==> config.mk <==
export PLATFORM = sky130hd
export DESIGN_NAME = multicycle_ctrl
export DESIGN_NICKNAME = d
export VERILOG_FILES = /design/src/rtl/mc_ctrl_pkg.sv /design/src/rtl/imm_src_dec.sv /design/src/rtl/multicycle_ctrl.sv
export SDC_FILE = /design/constraint.sdc
export NUM_CORES = 1
export LEC_CHECK = 0
export ABC_AREA = 1
export CAP_MARGIN = 20
export CORE_MARGIN = 8
export CORE_UTILIZATION = 37
export CTS_BUF_LIST = sky130_fd_sc_hd__clkbuf_4 sky130_fd_sc_hd__clkbuf_8
export DETAILED_ROUTE_END_ITERATION = 8
export PLACE_DENSITY_LB_ADDON = 0.15
export REMOVE_ABC_BUFFERS = 1
export SLEW_MARGIN = 20
export SYNTH_ARGS = -nofsm -noshare
export SYNTH_HDL_FRONTEND = slang
export SYNTH_SLANG_ARGS = --single-unit
==> constraint.sdc <==
create_clock -name clk -period 1.33 [get_ports clk]
set_clock_uncertainty 0.05 [all_clocks]
set_input_delay 0.133 -clock clk [delete_from_list [all_inputs] [get_ports clk]]
set_output_delay 0.133 -clock clk [all_outputs]
set_load 0.03 [all_outputs]
==> src/rtl/mc_ctrl_pkg.sv <==
// Shared types and encodings for the RV32I multicycle control unit.
// The TRAP state exists only when MC_ILLEGAL_TRAP_EN is defined.
package mc_ctrl_pkg;

   typedef enum logic [3:0] {
      S_FETCH,
      S_DECODE,
      S_MEMADR,
      S_MEMREAD,
      S_MEMWB,
      S_MEMWRITE,
      S_EXECR,
      S_EXECI,
      S_ALUWB,
      S_BRANCH,
      S_JAL,
      S_LUI
`ifdef MC_ILLEGAL_TRAP_EN
      ,
      S_TRAP
`endif
   } state_t;

   localparam logic [6:0] OP_LOAD   = 7'b0000011;
   localparam logic [6:0] OP_STORE  = 7'b0100011;
   localparam logic [6:0] OP_RTYPE  = 7'b0110011;
   localparam logic [6:0] OP_ITYPE  = 7'b0010011;
   localparam logic [6:0] OP_BRANCH = 7'b1100011;
   localparam logic [6:0] OP_JAL    = 7'b1101111;
   localparam logic [6:0] OP_LUI    = 7'b0110111;

   localparam logic [2:0] IMM_I = 3'b000;
   localparam logic [2:0] IMM_S = 3'b001;
   localparam logic [2:0] IMM_U = 3'b010;
   localparam logic [2:0] IMM_B = 3'b101;
   localparam logic [2:0] IMM_J = 3'b110;

   localparam logic [1:0] SRCA_PC    = 2'b00;
   localparam logic [1:0] SRCA_OLDPC = 2'b01;
   localparam logic [1:0] SRCA_RS1   = 2'b10;
   localparam logic [1:0] SRCA_ZERO  = 2'b11;

   localparam logic [1:0] SRCB_RS2  = 2'b00;
   localparam logic [1:0] SRCB_IMM  = 2'b01;
   localparam logic [1:0] SRCB_FOUR = 2'b10;

   localparam logic [1:0] RES_ALUOUT    = 2'b00;
   localparam logic [1:0] RES_MEMDATA   = 2'b01;
   localparam logic [1:0] RES_ALURESULT = 2'b10;

   localparam logic [1:0] ALUOP_ADD   = 2'b00;
   localparam logic [1:0] ALUOP_SUB   = 2'b01;
   localparam logic [1:0] ALUOP_FUNCT = 2'b10;

endpackage

==> src/rtl/imm_src_dec.sv <==
// Opcode to immediate-format decode, plus a flag marking opcodes this
// controller knows how to sequence.
module imm_src_dec
   import mc_ctrl_pkg::*;
(
   input  logic [6:0] Op,
   output logic [2:0] ImmSrc,
   output logic       op_legal
);

   // Pure lookup on the opcode; anything unrecognised is I-format and illegal.
   always_comb begin
      ImmSrc   = IMM_I;
      op_legal = 1'b1;
      case (Op)
         OP_LOAD:   ImmSrc = IMM_I;
         OP_STORE:  ImmSrc = IMM_S;
         OP_RTYPE:  ImmSrc = IMM_I;
         OP_ITYPE:  ImmSrc = IMM_I;
         OP_BRANCH: ImmSrc = IMM_B;
         OP_JAL:    ImmSrc = IMM_J;
         OP_LUI:    ImmSrc = IMM_U;
         default: begin
            ImmSrc   = IMM_I;
            op_legal = 1'b0;
         end
      endcase
   end

endmodule

==> src/rtl/multicycle_ctrl.sv <==
// Moore control FSM for the multicycle RV32I core.
// Optional feature: MC_ILLEGAL_TRAP_EN adds a TRAP state and the Illegal port.
//
// state    | meaning
// ---------+-----------------------------------------------------------
// FETCH    | read instruction at PC, PC+4 -> PC; waits on MemReady
// DECODE   | read registers, OldPC+imm -> ALUOut (branch/jump target)
// MEMADR   | rs1+imm -> ALUOut (load/store address)
// MEMREAD  | read data memory at ALUOut; waits on MemReady
// MEMWB    | MemData -> rd
// MEMWRITE | write data memory at ALUOut; waits on MemReady
// EXECR    | rs1 op rs2
// EXECI    | rs1 op imm
// ALUWB    | ALUOut -> rd
// BRANCH   | rs1-rs2, PC <- ALUOut when the condition holds
// JAL      | OldPC+4 -> ALUOut, PC <- target
// LUI      | 0+imm -> ALUOut
// TRAP     | illegal opcode seen; parked until reset (macro only)
module multicycle_ctrl
   import mc_ctrl_pkg::*;
(
   input  logic       clk,
   input  logic       rst,
   input  logic [6:0] Op,
   input  logic [2:0] Funct3,
   input  logic       Funct7b5,
   input  logic       Zero,
   input  logic       MemReady,
   output logic       PCWrite,
   output logic       AdrSrc,
   output logic       MemWrite,
   output logic       IRWrite,
   output logic       RegWrite,
   output logic [1:0] ResultSrc,
   output logic [1:0] ALUSrcA,
   output logic [1:0] ALUSrcB,
   output logic [1:0] ALUOp,
   output logic [2:0] ImmSrc
`ifdef MC_ILLEGAL_TRAP_EN
   ,
   output logic       Illegal
`endif
);

   state_t state;
   state_t state_n;
   logic   op_legal;

   // Funct7b5 and the upper Funct3 bits belong to the ALU decoder, not here.
   logic unused_funct_bits;
   assign unused_funct_bits = ^{Funct7b5, Funct3[2:1]};

   imm_src_dec u_imm_src_dec (
      .Op       (Op),
      .ImmSrc   (ImmSrc),
      .op_legal (op_legal)
   );

   // State register with synchronous reset back to FETCH.
   always_ff @(posedge clk) begin
      if (rst) state <= S_FETCH;
      else     state <= state_n;
   end

   // Next-state and Moore outputs; only FETCH handshake and BRANCH look at inputs.
   always_comb begin
      state_n   = state;
      PCWrite   = 1'b0;
      AdrSrc    = 1'b0;
      MemWrite  = 1'b0;
      IRWrite   = 1'b0;
      RegWrite  = 1'b0;
      ResultSrc = RES_ALUOUT;
      ALUSrcA   = SRCA_PC;
      ALUSrcB   = SRCB_RS2;
      ALUOp     = ALUOP_ADD;
      case (state)
         S_FETCH: begin
            AdrSrc    = 1'b0;
            ALUSrcA   = SRCA_PC;
            ALUSrcB   = SRCB_FOUR;
            ALUOp     = ALUOP_ADD;
            ResultSrc = RES_ALURESULT;
            IRWrite   = MemReady;
            PCWrite   = MemReady;
            if (MemReady) state_n = S_DECODE;
         end
         S_DECODE: begin
            ALUSrcA = SRCA_OLDPC;
            ALUSrcB = SRCB_IMM;
            ALUOp   = ALUOP_ADD;
            if (!op_legal) begin
`ifdef MC_ILLEGAL_TRAP_EN
               state_n = S_TRAP;
`else
               state_n = S_FETCH;
`endif
            end else begin
               case (Op)
                  OP_LOAD,
                  OP_STORE:  state_n = S_MEMADR;
                  OP_RTYPE:  state_n = S_EXECR;
                  OP_ITYPE:  state_n = S_EXECI;
                  OP_BRANCH: state_n = S_BRANCH;
                  OP_JAL:    state_n = S_JAL;
                  OP_LUI:    state_n = S_LUI;
                  default:   state_n = S_FETCH;
               endcase
            end
         end
         S_MEMADR: begin
            ALUSrcA = SRCA_RS1;
            ALUSrcB = SRCB_IMM;
            ALUOp   = ALUOP_ADD;
            state_n = (Op == OP_STORE) ? S_MEMWRITE : S_MEMREAD;
         end
         S_MEMREAD: begin
            AdrSrc = 1'b1;
            if (MemReady) state_n = S_MEMWB;
         end
         S_MEMWB: begin
            ResultSrc = RES_MEMDATA;
            RegWrite  = 1'b1;
            state_n   = S_FETCH;
         end
         S_MEMWRITE: begin
            AdrSrc   = 1'b1;
            MemWrite = 1'b1;
            if (MemReady) state_n = S_FETCH;
         end
         S_EXECR: begin
            ALUSrcA = SRCA_RS1;
            ALUSrcB = SRCB_RS2;
            ALUOp   = ALUOP_FUNCT;
            state_n = S_ALUWB;
         end
         S_EXECI: begin
            ALUSrcA = SRCA_RS1;
            ALUSrcB = SRCB_IMM;
            ALUOp   = ALUOP_FUNCT;
            state_n = S_ALUWB;
         end
         S_ALUWB: begin
            ResultSrc = RES_ALUOUT;
            RegWrite  = 1'b1;
            state_n   = S_FETCH;
         end
         S_BRANCH: begin
            ALUSrcA   = SRCA_RS1;
            ALUSrcB   = SRCB_RS2;
            ALUOp     = ALUOP_SUB;
            ResultSrc = RES_ALUOUT;
            // Funct3[0] distinguishes bne from beq.
            PCWrite   = Zero ^ Funct3[0];
            state_n   = S_FETCH;
         end
         S_JAL: begin
            ALUSrcA   = SRCA_OLDPC;
            ALUSrcB   = SRCB_FOUR;
            ALUOp     = ALUOP_ADD;
            ResultSrc = RES_ALUOUT;
            PCWrite   = 1'b1;
            state_n   = S_ALUWB;
         end
         S_LUI: begin
            ALUSrcA = SRCA_ZERO;
            ALUSrcB = SRCB_IMM;
            ALUOp   = ALUOP_ADD;
            state_n = S_ALUWB;
         end
`ifdef MC_ILLEGAL_TRAP_EN
         S_TRAP: begin
            state_n = S_TRAP;
         end
`endif
         default: begin
            state_n = S_FETCH;
         end
      endcase
   end

`ifdef MC_ILLEGAL_TRAP_EN
   // Illegal is a plain decode of the parked state.
   always_comb begin
      Illegal = (state == S_TRAP);
   end
`endif

endmodule

==> results.sh <==
export IMPL_cts_sinks=4
export IMPL_drt_iter0_markers=23
export IMPL_synthArstFlopShare=0
export IMPL_netlist_area_leader_share=0.193
export IMPL_hold_class="input port to flop"
export IMPL_crit_type="flop to output pin"
export IMPL_wl_per_cell_um=12.6
export IMPL_cts_root_buffer="clkbuf_4"
export IMPL_n_antenna_cell=0
export IMPL_yosysUniqueCellTypes=21
export IMPL_cts_made_buffers=3
export IMPL_boundaryPins=31
export IMPL_ir_drop_v=0.000332
export IMPL_synthCells=93
export IMPL_synth_cell_area_um2=485
export IMPL_yosysMostFrequentCell="nand2_1"
export IMPL_core_area_um2=1270
export IMPL_synth_area_top_cells="nand2_1, dfxtp_1, inv_1"
export IMPL_yosys_area_top_type="nand2_1"
export IMPL_dp_slack_ns=-0.192
export IMPL_seqCellArea_um2=95.1
export IMPL_core_rowCount=13
export IMPL_ant_nets=0
export IMPL_setup_violations=8
export IMPL_largest_reg_flops=4
export IMPL_largestRegisters="state (4)"
export IMPL_overflow=0
export IMPL_hold_worst_slack_ns=0.453
export IMPL_min_period_ns=1.44
export IMPL_ys_flop_type="dfxtp_1"
export IMPL_area_growth_pct=104
export IMPL_finalNonFillerCells=153
export IMPL_ys_ff_latch=4
export IMPL_top_register="state"
export IMPL_via_per_inst=4.90
export IMPL_dp_cells=142
export IMPL_drt_total_wl_um=1930
export IMPL_clock_latency_ns=0.24
export IMPL_synth_common_cells="nand2_1, inv_1, nor2_1"
export IMPL_crit_required_ns=1.15
export IMPL_dp_hpwl_um=1350
export IMPL_cp_start_kind="flop"
export IMPL_fin_crit_sh=1.08
export IMPL_clockBufferDepth=2
export IMPL_synth_edf_count=0
export IMPL_slew_headroom=0.868
export IMPL_fin_nets=155
export IMPL_clk_pin_slew_ns=0.03
export IMPL_run_status="finished with violations"
export IMPL_violations="setup timing"
export IMPL_die_y_um=52.2
export IMPL_tightest_slew_ns=0.197
export IMPL_drc=0
export IMPL_start_util=0.383
export IMPL_hold_viol=0
export IMPL_end_kind="output pin"
export IMPL_rsz0062_at_grt="true"
export IMPL_syn_avg_cell_area_um2=5.22
export IMPL_grt_pass1_vias=769
export IMPL_n_fill_cell=103
export IMPL_max_cap_violations=0
export IMPL_tritoncts="yes"
export IMPL_h_tree_depth=1
export IMPL_power_density_nw_per_um2=544
export IMPL_grtUsageTotal=0.141
export IMPL_dr_pass1_iters=6
export IMPL_final_layout_size_suffix_gt1_frac=0.536
export IMPL_worst_slack_ns=-0.107
export IMPL_final_max_slew_violation_count=0
export IMPL_grt_pass1_wl_um=3040
export IMPL_die_w_um=52.2
export IMPL_port_buffers=27
export IMPL_cp_max_fo=4
export IMPL_die_area_um2=2730
export IMPL_antenna_found_initial=0
export IMPL_vias=749
export IMPL_yosysSeqAreaShare=0.165
export IMPL_crit_arrival_ns=1.25
export IMPL_cts_hold_buf=0
export IMPL_leakage_uw=0.000514
export IMPL_grt_max_degree=7
export IMPL_gp_congestion=0.797
export IMPL_multi_input_area_um2=415
export IMPL_yosysWarnings=0
export IMPL_max_freq_mhz=696
[path summary, 6_finish.rpt]
path / startpoint / endpoint / slack, ns / depth (start not counted)
setup / recovery: state[3] / PCWrite / -0.11 / 7
setup reg to reg: state[2] / state[0] / -0.03 / 8
hold / removal: Op[6] / state[1] / 0.45 / 5
hold reg to reg: state[1] / state[3] / 0.62 / 3
[per-stage QoR]
step                setup TNS, ns  utilization  power [uW]  instance area [um2]
finish                     -0.499        0.780         538                  990
global route                -1.30        0.780         573                  990
CTS                        -0.554        0.729         519                  925
detailed placement         -0.929        0.620         357                  787
global placement           -0.764        0.620         355                  787
floorplan                  -0.460            -         255                  485
[cells in the final DEF, fill, tap and decap left out, types with 2 or more instances in the layout]
cell,netlist,routed
inv_2,4,11
o21ai_2,1,2
nor2_1,14,6
a21oi_2,1,2
nand3_1,7,7
nor2_4,0,6
nand2_1,25,19
dlygate4sd2_1,0,7
nor2_2,4,6
dfxtp_4,0,4
a21oi_1,4,3
buf_6,0,7
clkdlybuf4s50_1,0,4
clkbuf_4,0,3
o21ai_1,1,2
nand2_2,1,6
buf_4,0,24
inv_1,16,8
[kinds of logic after synthesis]
kind of cell    Yosys count  share of synthesized area
simple gates             55                      0.495
buf+inv                  20                      0.155
compound gates           13                      0.168
flops                     4                      0.165
xor+xnor                  1                     0.0180
[worst max-delay path, stage by stage (launching register included)]
cell     delay, ns
dfxtp_4       0.37
inv_2         0.05
nor2_4        0.12
inv_2         0.08
nor2_2        0.11
a21oi_1       0.08
nand2_1       0.08
buf_6         0.13
[power by group]
part | total (uW) | internal (uW) | switching, uW
clock network | 151 | 101 | 50.0
registers | 130 | 120 | 10.1
logic | 257 | 109 | 148
total | 538 | 330 | 208
[what timing repair did]
item                                    CTS  global route
endpoints found under the setup margin   13            17
hold endpoints to repair                  0             0
setup buffers                             6             2
gates resized for setup                  41            16
pin swaps                                13             8
[final cells by class]
| class | instances | area share |
|---|---|---|
| multi-input combinational | 69 | 0.420 |
| tap | 15 | 0.0190 |
| timing repair buffer | 42 | 0.364 |
| clock buffer | 3 | 0.0228 |
| inverter | 20 | 0.0784 |
| sequential | 4 | 0.0961 |
[layer usage]
layer  wire length [um]  up-vias  track usage
met1                755      337        0.127
met4                  0        0       0.0603
met5                  0        -            0
met3                103        0       0.0398
met2               1070       28        0.280
li1                   -      384            -
(Power assumes the default switching activity.)
